`src/rtl/protobuf_pkg.sv`:
```
// Shared constants and types for the protobuf deserializer.
//   - wire-type codes carried in key[2:0]
//   - out_kind encodings presented on the record stream
//   - FSM state enum (FIXED exists only with PROTOBUF_DESER_FIXED_EN)
//   - maximum encoded lengths of a key and of a value/length varint
package protobuf_pkg;

  localparam logic [2:0] WT_VARINT = 3'd0;
  localparam logic [2:0] WT_I64    = 3'd1;
  localparam logic [2:0] WT_LEN    = 3'd2;
  localparam logic [2:0] WT_I32    = 3'd5;

  localparam logic [2:0] KIND_VARINT  = 3'd0;
  localparam logic [2:0] KIND_I64     = 3'd1;
  localparam logic [2:0] KIND_LEN     = 3'd2;
  localparam logic [2:0] KIND_PAYLOAD = 3'd3;
  localparam logic [2:0] KIND_I32     = 3'd5;

  localparam logic [3:0] KEY_MAX_BYTES    = 4'd5;
  localparam logic [3:0] VARINT_MAX_BYTES = 4'd10;

  typedef enum logic [2:0] {
    KEY,
    VARINT,
`ifdef PROTOBUF_DESER_FIXED_EN
    FIXED,
`endif
    LEN,
    PAYLOAD,
    EMIT,
    ERROR
  } state_e;

endpackage

```
`src/rtl/protobuf_deserializer_if.sv`:
```
// Byte-stream in / record-stream out bundle of the protobuf deserializer.
//   in_data/in_valid/in_ready   : serialized bytes, transfer on valid&ready
//   out_valid/out_ready         : decoded record handshake
//   out_kind/field/value/len/last : record payload
// Modports: slave = the deserializer, master = the environment around it.
interface protobuf_deserializer_if #(
  parameter int FIELD_W = 29,
  parameter int LEN_W   = 16
);
  logic [7:0]         in_data;
  logic               in_valid;
  logic               in_ready;
  logic               out_valid;
  logic               out_ready;
  logic [2:0]         out_kind;
  logic [FIELD_W-1:0] out_field;
  logic [63:0]        out_value;
  logic [LEN_W-1:0]   out_len;
  logic               out_last;

  modport slave (
    input  in_data, in_valid, out_ready,
    output in_ready, out_valid, out_kind, out_field, out_value, out_len, out_last
  );

  modport master (
    output in_data, in_valid, out_ready,
    input  in_ready, out_valid, out_kind, out_field, out_value, out_len, out_last
  );
endinterface

```
`src/rtl/protobuf_varint_acc.sv`:
```
// Base-128 varint accumulator shared by key, value and length decoding.
//   clk, rst      : clock, async active-high reset
//   clr_i         : synchronous clear of accumulator and byte count
//   en_i, byte_i  : one encoded byte is consumed when en_i is high
//   max_bytes_i   : longest legal encoding for the current varint
//   val_o         : value including the current byte (valid with done_o)
//   done_o        : current byte terminates the varint (MSB clear)
//   overlong_o    : current byte is the last legal one yet still has MSB set
// The accumulator self-clears on done/overlong so the next varint starts clean.
module protobuf_varint_acc (
  input  logic        clk,
  input  logic        rst,
  input  logic        clr_i,
  input  logic        en_i,
  input  logic [7:0]  byte_i,
  input  logic [3:0]  max_bytes_i,
  output logic [63:0] val_o,
  output logic        done_o,
  output logic        overlong_o
);
  logic [63:0] acc_q;
  logic [3:0]  cnt_q;
  logic [6:0]  sh;

  // Group n lands at bit 7n; on the 10th byte (shift 63) everything above
  // bit 0 falls off the 64-bit result.
  assign sh         = 7'(cnt_q) * 7'd7;
  assign val_o      = acc_q | ({57'd0, byte_i[6:0]} << sh);
  assign done_o     = en_i & ~byte_i[7];
  assign overlong_o = en_i & byte_i[7] & (cnt_q == max_bytes_i - 4'd1);

  always_ff @(posedge clk or posedge rst) begin
    if (rst) begin
      acc_q <= '0;
      cnt_q <= '0;
    end else if (clr_i | done_o | overlong_o) begin
      acc_q <= '0;
      cnt_q <= '0;
    end else if (en_i) begin
      acc_q <= val_o;
      cnt_q <= cnt_q + 4'd1;
    end
  end
endmodule

```
`src/rtl/protobuf_deserializer.sv`:
```
// Protobuf wire-format deserializer: turns a byte stream into one record per
// scalar field, a LEN header per length-delimited field, then one record per
// payload byte.
//   clock_clk   : clock, rising edge
//   reset_reset : async active-high reset
//   clr         : sync clear back to KEY, drops any partial record/byte
//   bus         : protobuf_deserializer_if.slave (byte in, record out)
//   err         : one-cycle pulse on a protocol error; FSM then parks in ERROR
// Build option: PROTOBUF_DESER_FIXED_EN enables I64/I32 (wire 1/5) decoding;
// without it those wire types are errors.
// Scalar/header records are registered and held in EMIT; payload bytes pass
// straight through (in_ready = out_ready) to keep one byte per cycle.
module protobuf_deserializer
  import protobuf_pkg::*;
#(
  parameter int FIELD_W = 29,
  parameter int LEN_W   = 16
) (
  input  logic                   clock_clk,
  input  logic                   reset_reset,
  input  logic                   clr,
  protobuf_deserializer_if.slave bus,
  output logic                   err
);
  state_e             state_q, state_d, ret_q, ret_d;
  logic [2:0]         kind_q, kind_d;
  logic [FIELD_W-1:0] field_q, field_d;
  logic [63:0]        value_q, value_d;
  logic [LEN_W-1:0]   len_q, len_d, rem_q, rem_d;
  logic               last_q, last_d, err_q, err_d;
`ifdef PROTOBUF_DESER_FIXED_EN
  logic [2:0]         fix_cnt_q, fix_cnt_d, fix_last_q, fix_last_d;
`endif

  logic        byte_xfer;
  logic        acc_en, acc_done, acc_ovl;
  logic [3:0]  acc_max;
  logic [63:0] acc_val;
  logic        key_bad_field, len_bad;

  // clr wins over a coincident transfer: the byte is consumed and ignored.
  assign byte_xfer = bus.in_valid & bus.in_ready & ~clr;
  assign acc_en    = byte_xfer &
                     ((state_q == KEY) | (state_q == VARINT) | (state_q == LEN));
  assign acc_max   = (state_q == KEY) ? KEY_MAX_BYTES : VARINT_MAX_BYTES;

  protobuf_varint_acc u_acc (
    .clk         (clock_clk),
    .rst         (reset_reset),
    .clr_i       (clr),
    .en_i        (acc_en),
    .byte_i      (bus.in_data),
    .max_bytes_i (acc_max),
    .val_o       (acc_val),
    .done_o      (acc_done),
    .overlong_o  (acc_ovl)
  );

  // Field number must be non-zero and fit FIELD_W; length must fit LEN_W.
  assign key_bad_field = (acc_val[63:3] == 61'd0) | (|(acc_val >> (FIELD_W + 3)));
  assign len_bad       = |(acc_val >> LEN_W);

  // Handshake and record muxing.
  always_comb begin
    bus.in_ready  = 1'b1;
    bus.out_valid = 1'b0;
    bus.out_kind  = kind_q;
    bus.out_value = value_q;
    bus.out_last  = last_q;
    case (state_q)
      EMIT: begin
        bus.in_ready  = 1'b0;
        bus.out_valid = 1'b1;
      end
      PAYLOAD: begin
        bus.in_ready  = bus.out_ready;
        bus.out_valid = bus.in_valid & ~clr;
        bus.out_kind  = KIND_PAYLOAD;
        bus.out_value = {56'd0, bus.in_data};
        bus.out_last  = (rem_q == LEN_W'(1));
      end
      default: ;
    endcase
  end

  assign bus.out_field = field_q;
  assign bus.out_len   = len_q;
  assign err           = err_q;

  // Next-state logic.
  always_comb begin
    state_d = state_q;
    ret_d   = ret_q;
    kind_d  = kind_q;
    field_d = field_q;
    value_d = value_q;
    len_d   = len_q;
    rem_d   = rem_q;
    last_d  = last_q;
    err_d   = 1'b0;
`ifdef PROTOBUF_DESER_FIXED_EN
    fix_cnt_d  = fix_cnt_q;
    fix_last_d = fix_last_q;
`endif
    case (state_q)
      KEY: begin
        if (acc_ovl) begin
          err_d   = 1'b1;
          state_d = ERROR;
        end else if (acc_done) begin
          field_d = acc_val[3 +: FIELD_W];
          if (key_bad_field) begin
            err_d   = 1'b1;
            state_d = ERROR;
          end else begin
            case (acc_val[2:0])
              WT_VARINT: state_d = VARINT;
              WT_LEN:    state_d = LEN;
`ifdef PROTOBUF_DESER_FIXED_EN
              WT_I64: begin
                state_d    = FIXED;
                fix_cnt_d  = 3'd0;
                fix_last_d = 3'd7;
                value_d    = '0;
              end
              WT_I32: begin
                state_d    = FIXED;
                fix_cnt_d  = 3'd0;
                fix_last_d = 3'd3;
                value_d    = '0;
              end
`endif
              default: begin
                err_d   = 1'b1;
                state_d = ERROR;
              end
            endcase
          end
        end
      end
      VARINT: begin
        if (acc_ovl) begin
          err_d   = 1'b1;
          state_d = ERROR;
        end else if (acc_done) begin
          kind_d  = KIND_VARINT;
          value_d = acc_val;
          len_d   = '0;
          last_d  = 1'b0;
          ret_d   = KEY;
          state_d = EMIT;
        end
      end
`ifdef PROTOBUF_DESER_FIXED_EN
      FIXED: begin
        if (byte_xfer) begin
          // value_q was zeroed at key time, so I32 leaves bits 63:32 clear.
          value_d[{fix_cnt_q, 3'b000} +: 8] = bus.in_data;
          fix_cnt_d = fix_cnt_q + 3'd1;
          if (fix_cnt_q == fix_last_q) begin
            kind_d  = (fix_last_q == 3'd7) ? KIND_I64 : KIND_I32;
            len_d   = '0;
            last_d  = 1'b0;
            ret_d   = KEY;
            state_d = EMIT;
          end
        end
      end
`endif
      LEN: begin
        if (acc_ovl) begin
          err_d   = 1'b1;
          state_d = ERROR;
        end else if (acc_done) begin
          if (len_bad) begin
            err_d   = 1'b1;
            state_d = ERROR;
          end else begin
            kind_d  = KIND_LEN;
            value_d = '0;
            len_d   = acc_val[LEN_W-1:0];
            rem_d   = acc_val[LEN_W-1:0];
            // Empty field: the header itself closes the record.
            last_d  = (acc_val[LEN_W-1:0] == '0);
            ret_d   = (acc_val[LEN_W-1:0] == '0) ? KEY : PAYLOAD;
            state_d = EMIT;
          end
        end
      end
      PAYLOAD: begin
        // in_ready tracks out_ready here, so a byte transfer is a record transfer.
        if (byte_xfer) begin
          rem_d = rem_q - LEN_W'(1);
          if (rem_q == LEN_W'(1)) state_d = KEY;
        end
      end
      EMIT: begin
        if (bus.out_ready) state_d = ret_q;
      end
      ERROR: ;
      default: state_d = KEY;
    endcase

    if (clr) begin
      state_d = KEY;
      ret_d   = KEY;
      rem_d   = '0;
      err_d   = 1'b0;
`ifdef PROTOBUF_DESER_FIXED_EN
      fix_cnt_d = 3'd0;
`endif
    end
  end

  always_ff @(posedge clock_clk or posedge reset_reset) begin
    if (reset_reset) begin
      state_q <= KEY;
      ret_q   <= KEY;
      kind_q  <= '0;
      field_q <= '0;
      value_q <= '0;
      len_q   <= '0;
      rem_q   <= '0;
      last_q  <= 1'b0;
      err_q   <= 1'b0;
`ifdef PROTOBUF_DESER_FIXED_EN
      fix_cnt_q  <= '0;
      fix_last_q <= '0;
`endif
    end else begin
      state_q <= state_d;
      ret_q   <= ret_d;
      kind_q  <= kind_d;
      field_q <= field_d;
      value_q <= value_d;
      len_q   <= len_d;
      rem_q   <= rem_d;
      last_q  <= last_d;
      err_q   <= err_d;
`ifdef PROTOBUF_DESER_FIXED_EN
      fix_cnt_q  <= fix_cnt_d;
      fix_last_q <= fix_last_d;
`endif
    end
  end
endmodule

```
`src/flat_wrapper.sv`:
```
// flat-port wrapper written by rule: the top's interface ports become plain ports
module protobuf_deserializer_flat import protobuf_pkg::*;
#(
  parameter int FIELD_W = 29,
  parameter int LEN_W   = 16
)
  (clock_clk, reset_reset, clr, err, bus_in_data, bus_in_valid, bus_out_ready, bus_in_ready, bus_out_valid, bus_out_kind, bus_out_field, bus_out_value, bus_out_len, bus_out_last);
  protobuf_deserializer_if #(.FIELD_W(FIELD_W), .LEN_W(LEN_W)) bus_i ();
  input  logic clock_clk;
  input  logic reset_reset;
  input  logic clr;
  output logic err;
  input wire logic [$bits(bus_i.in_data)-1:0] bus_in_data;
  input wire logic [$bits(bus_i.in_valid)-1:0] bus_in_valid;
  input wire logic [$bits(bus_i.out_ready)-1:0] bus_out_ready;
  output wire logic [$bits(bus_i.in_ready)-1:0] bus_in_ready;
  output wire logic [$bits(bus_i.out_valid)-1:0] bus_out_valid;
  output wire logic [$bits(bus_i.out_kind)-1:0] bus_out_kind;
  output wire logic [$bits(bus_i.out_field)-1:0] bus_out_field;
  output wire logic [$bits(bus_i.out_value)-1:0] bus_out_value;
  output wire logic [$bits(bus_i.out_len)-1:0] bus_out_len;
  output wire logic [$bits(bus_i.out_last)-1:0] bus_out_last;
  assign bus_i.in_data = bus_in_data;
  assign bus_i.in_valid = bus_in_valid;
  assign bus_i.out_ready = bus_out_ready;
  assign bus_in_ready = bus_i.in_ready;
  assign bus_out_valid = bus_i.out_valid;
  assign bus_out_kind = bus_i.out_kind;
  assign bus_out_field = bus_i.out_field;
  assign bus_out_value = bus_i.out_value;
  assign bus_out_len = bus_i.out_len;
  assign bus_out_last = bus_i.out_last;
  protobuf_deserializer #(.FIELD_W(FIELD_W), .LEN_W(LEN_W)) u_core (.clock_clk(clock_clk), .reset_reset(reset_reset), .clr(clr), .bus(bus_i), .err(err));
endmodule
```
`config.mk`:
```
export PLATFORM = sky130hd
export DESIGN_NAME = protobuf_deserializer_flat
export DESIGN_NICKNAME = d
export VERILOG_FILES = /design/src/rtl/protobuf_pkg.sv /design/src/rtl/protobuf_deserializer_if.sv /design/src/rtl/protobuf_varint_acc.sv /design/src/rtl/protobuf_deserializer.sv /design/src/flat_wrapper.sv
export SDC_FILE = /design/constraint.sdc
export NUM_CORES = 1
export LEC_CHECK = 0
export ABC_CLOCK_PERIOD_IN_PS = 8900
export CORE_ASPECT_RATIO = 0.7
export CORE_UTILIZATION = 30
export DETAILED_ROUTE_END_ITERATION = 6
export GPL_ROUTABILITY_DRIVEN = 0
export GPL_TIMING_DRIVEN = 0
export PLACE_DENSITY = 0.61
export SETUP_SLACK_MARGIN = 0.2
export SLEW_MARGIN = 20
export SYNTH_ARGS = -nofsm -noshare
export SYNTH_HDL_FRONTEND = slang
export SYNTH_SLANG_ARGS = --single-unit
```
`constraint.sdc`:
```
create_clock -name clock_clk -period 8.9 [get_ports clock_clk]
set_input_delay 2.67 -clock clock_clk [delete_from_list [all_inputs] [get_ports clock_clk]]
set_output_delay 2.67 -clock clock_clk [all_outputs]
set_load 0.005 [all_outputs]
```
; ---- Word-level counts from Yosys, hierarchy flattened
; Index checks and enable logic that the tools add are counted.
; W data, S select, Z words.
[op_classes]
n_addsub = 3
mul = 1
n_eq_ne = 25
shift = 1
muxes = 67
bitwise_logic = 16
reduce_logical = 16
[ops]
columns = op, n
row1 = $mux W64, 8
row2 = $pmux W64 S2, 1
row3 = $mux W16, 7
row4 = $or A64 B64 Y64, 1
row5 = $pmux W16 S2, 2
row6 = $shl A7 B7 Y64, 1
row7 = $mux W3, 21
row8 = $logic_not A61 Y1, 1
row9 = $reduce_or A48 Y1, 1
row10 = $reduce_or A32 Y1, 1
row11 = $ne A3 B3 Y1 const B, 6
row12 = $pmux W3 S2, 3
row13 = $pmux W3 S6, 1
row14 = $eq A16 B1 Y1 const B, 1
row15 = $logic_not A16 Y1, 1
row16 = $mux W1, 16
row17 = $sub A16 B1 Y16 const B, 1
row18 = $mux W4, 3
row19 = $ne A2 B2 Y1 const B, 6
row20 = $ne A4 B4 Y1 const B, 3
row21 = $reduce_and A6 Y1, 2
row22 = $eq A3 B2 Y1 const B, 3
row23 = $and A1 B1 Y1, 7
row24 = $mul A4 B3 Y7 const B, 1
row25 = other kinds (18), 31
[totals]
regBits = 204
input_bits = 13
output_inout_bits = 116
word_cells = 140

; ---- Logic depth before layout (Yosys ltp)
[logic_depth]
word_depth = 11
ltp_mapped = 11
ltp_nobuf = 9

; ---- Cells and area by module
; Synthesis repeated with hierarchy kept, for this count alone.
[unflattened]
cells_unflattened = 1075
area_unflattened_um2 = 10467.5
[by_module_without_submodules]
columns = mod, n_inst, cells_per_inst, area_each_um2, seq_area_each_um2
row1 = protobuf_deserializer, 1, 723, 6984.2, 3303.2
row2 = protobuf_varint_acc, 1, 352, 3483.3, 1701.6

; ---- Least setup slack after synthesis
; No wires, ideal clock.
[synth_path]
path_kind = input to output
start = input port bus_in_data[4]
end = output port bus_out_value[4]
arrival_ns = 3.324
path_slack_ns = 2.906
cell_stages = 4
path_buffers = 2
path_cell_list = clkbuf_1 > clkbuf_1 > nand2_1 > nand2_1
[synth_via]
elab_chain_cells = 1
[synth_lines]
columns = item, line_no
row1 = from (decl), flat_wrapper.sv:13  ; input wire logic [$bits(bus_i.in_data)-1:0] bus_in_data;
row2 = $mux W64, protobuf_deserializer.sv:70  ; case (state_q)
row3 = to (decl), flat_wrapper.sv:20  ; output wire logic [$bits(bus_i.out_value)-1:0] bus_out_value;
; No other way between the ends.

; ---- Worst setup path after layout
[layout_path]
start = input port bus_in_data[2]
end = output port bus_out_value[2]
; The elaborated chain is that of the path after synthesis.

==> results.md <==
- Longest Clk Path Bufs: 2
- Setup WS post-layout: 1.55 ns
- Largest net degree at the start of global routing: 99
- Synth Instances: 1029
- First-pass GRT wire length: 47.2 mm
- Crit path capture type: primary output
- Overflow after GRT: 0
- IO buf count: 123
- PD cells: 176 nW/µm²
- Yosys top cell area share: 51.5%
- Clk root buf: clkbuf_16
- Placed inst area: 11500 µm²
- Avg Inst Size Synth: 9.45 µm²
- Min-delay worst type: flip-flop to flip-flop
- Sequential area share after synthesis: 51.5%
- Hpwl dp: 22.1 mm
- DRC: 0
- Leak: 5.46 nW
- Crit Path Class: input port to primary output
- Yosys top cell by area: dfrtp_1
- CTS buffer count: 17
- Die width: 217 µm
- Die ar.: 33200 µm²
- First DRT Iteration DRCs: 994
- Main combinational cell family by area after synthesis: simple AND/OR/NAND/NOR gates
- Layout cell share with drive strength beyond 1: 5.32%
- Post-Syn Area: 9730 µm²
- XOR/XNOR Fraction of Synth Area: 0.180%
- Die Y: 153 µm
- Max Freq: 136 MHz
- Worst Setup Start Kind: input port
- Compound-Gate Fraction of Synth Area: 12.3%
- CP max FO: 10
- Nets: 1190
- Antenna viol nets, final: 0
- Post-synthesis mux area share: 9.67%
- Crit share post-route: 82.6%
- Ys async rst share: 100%
- Register bit count reported by yosys: 200
- Vias: 8351
- Req. time, crit path: 6.23 ns
- Final setup violation count: 0
- GRT Util Overall: 18.6%
- Reg2Reg Depth: 9
- WP data arrival: 4.68 ns
- Pre-CTS setup slack: 1.60 ns
- ANT cells: 0
- Slew @ Worst Pin: 1.16 ns
- Largest cells by area after synthesis: dfrtp_1 (51%), mux2_1 (9.0%), nor2_1 (8.2%), a21oi_1 (6.7%), and2_1 (3.7%)
- Final min period: 7.35 ns
- Yosys cell types: 58
- P&R area growth vs syn: 24.8%
- Row cnt: 54
- Sum Neg Setup Slack: 0 ns
- Max-Cap Viols: 0
- CTS H-tree depth: 4
- Slew Viols, Final: 0
- Syn. warnings: 0
- Initial antenna violation count: 0
- Starting Density: 30.8%
- Area share of and/or/nand/nor cells after synthesis: 20.8%
- Worst relative slew slack: 22.4%
- Final wirelength: 30.6 mm
- Post-synth top flop: dfrtp_1
- Fin util: 38.5%
- Setup Skew: 0.00914 ns
- Clk pin slew, worst setup/hold paths: 0.07 ns
- Final Hold Violating Endpoints: 0
- Number of global-route vias before repair: 7807
- Cts repair resizes: 0
- Design area: 12100 µm²
- Worst-Skew Late Latency: 0.44 ns
- Filler-free cell count of the finished design: 1604
- Placed Instances: 1574
- I/O pins: 129
- Worst Hold Path Cells: 1
- Syn Nets: 1045
- WL/cell: 19.1 µm
- Number of hold buffers added after CTS: 0
- Maximum VDD drop: 0.000103 V
- CTS tree: done
- Core area: 31600 µm²
- CTS sink cnt: 200
- Outcome: finished, final reports clean
- 1st-pass router iterations: 5
- Vias/cell: 5.21
- RSZ-0062 raised after global routing: false
- EDFF count, synth: 0
- Fill count: 3174
- Setup Fix Bufs, Post-CTS: 0
- Synth Area in Adders: 0.386%
## final cells by class
type / instances / area, µm² / area share, %
clock buffer: 21 / 450 / 3.71
inverter: 25 / 101 / 0.835
buffer: 81 / 408 / 3.36
sequential: 200 / 5000 / 41.2
tap: 420 / 526 / 4.33
clock inverter: 8 / 124 / 1.02
multi-input combinational: 723 / 4220 / 34.8
timing repair buffer: 126 / 1300 / 10.7
## placed cells by master, fill, tap and decap left out, types with 3 or more instances in the layout
master           synthesis  layout
mux2i_1                  4       4
clkdlybuf4s50_1          0     123
clkbuf_1                61      64
inv_1                   25      24
nand2_1                 50      50
nor3_1                  44      44
nand3_1                  8       8
or2_2                    3       3
nor4b_2                  3       3
mux2_1                  78      78
nor2_1                 213     213
and3_1                   4       4
nor4bb_1                 3       3
ha_1                     3       3
bufinv_16                0       3
o21ai_1                  3       3
a31oi_1                 28      28
a21oi_1                130     130
clkbuf_16                0      17
buf_1                    3       3
o21ai_0                  7       7
nor2b_1                  3       3
nand4_1                 13      13
buf_2                    8       8
buf_8                    8       9
or4_1                    3       3
o22ai_1                 14      14
o2bb2ai_1                4       4
nor4_1                   5       5
a21o_1                   3       3
dfrtp_1                200     200
a41oi_1                  3       3
and2_1                  58      58
nor3b_1                  3       3
## through the flow
step | total power [W] | hold slack [ns]
final | 0.00213 | 0.478
after detailed placement | 0.00136 | 0.469
after global routing | 0.00223 | 0.491
after floorplan | 0.00116 | 0.449
after global placement | 0.00135 | 0.461
after CTS | 0.00215 | 0.484
## flip-flops by register name, summed over array words and instances (netlist names)
name	flops
u_core.last_q	1
u_core.u_acc.cnt_q	4
u_core.bus.out_field	29
u_core.u_acc.acc_q	64
u_core.ret_q	1
u_core.err	1
u_core.value_q	64
u_core.kind_q	1
u_core.bus.out_len	16
u_core.rem_q	16
u_core.state_q	3
## cells in the mapped netlist, drive strengths merged, types with 20 or more instances
library cell and number:
a21oi 132, a31oi 28, and2 59, buf 20, clkbuf 61, dfrtp 200, inv 25, mux2 80
nand2 50, nor2 213, nor3 44
## worst max-delay path, stage by stage
cell             delay, ns
clkdlybuf4s50_1       0.62
clkbuf_1              0.61
nand2_1               0.12
nand2_1               0.12
clkdlybuf4s50_1       0.53
## where the power goes
| group | leakage (nW) | switching [W] | internal (W) | total [W] |
|---|---|---|---|---|
| Clock | 0.275 | 0.000341 | 0.000446 | 0.000787 |
| Combinational | 2.47 | 0.000175 | 0.000164 | 0.000339 |
| Sequential | 2.72 | 0.0000371 | 0.000970 | 0.00101 |
| Total | 5.46 | 0.000554 | 0.00158 | 0.00213 |
## cells by family after synthesis
logic type / Yosys count
and+or+nand+nor: 426
buffers and inverters: 106
adders and majority gates: 3
muxes: 84
AOI/OAI and AO/OA: 207
xor gates and xnor gates: 2
other: 1
DFF: 200
## path summary, 6_finish.rpt
| kind | from | end | slack [ns] |
|---|---|---|---|
| min in group asynchronous | reset_reset | u_core.value_q[14] | 2.57 |
| max | bus_in_data[2] | bus_out_value[2] | 1.55 |
| max reg2reg | u_core.u_acc.cnt_q[0] | u_core.err | 5.04 |
| min reg2reg | u_core.value_q[22] | u_core.value_q[22] | 0.48 |
| min | u_core.value_q[22] | u_core.value_q[22] | 0.48 |
| max in group asynchronous | reset_reset | u_core.value_q[47] | 5.23 |
## routing by layer
metal / up-vias / wire length [µm] / global-route usage (%)
li1: 3818 / - / -
met3: 22 / 2860 / 4.99
met1: 4120 / 15100 / 29.0
met4: 0 / 311 / 3.96
met5: - / 0 / 0
met2: 391 / 12400 / 25.1
Power figures use the tool's default switching activity.
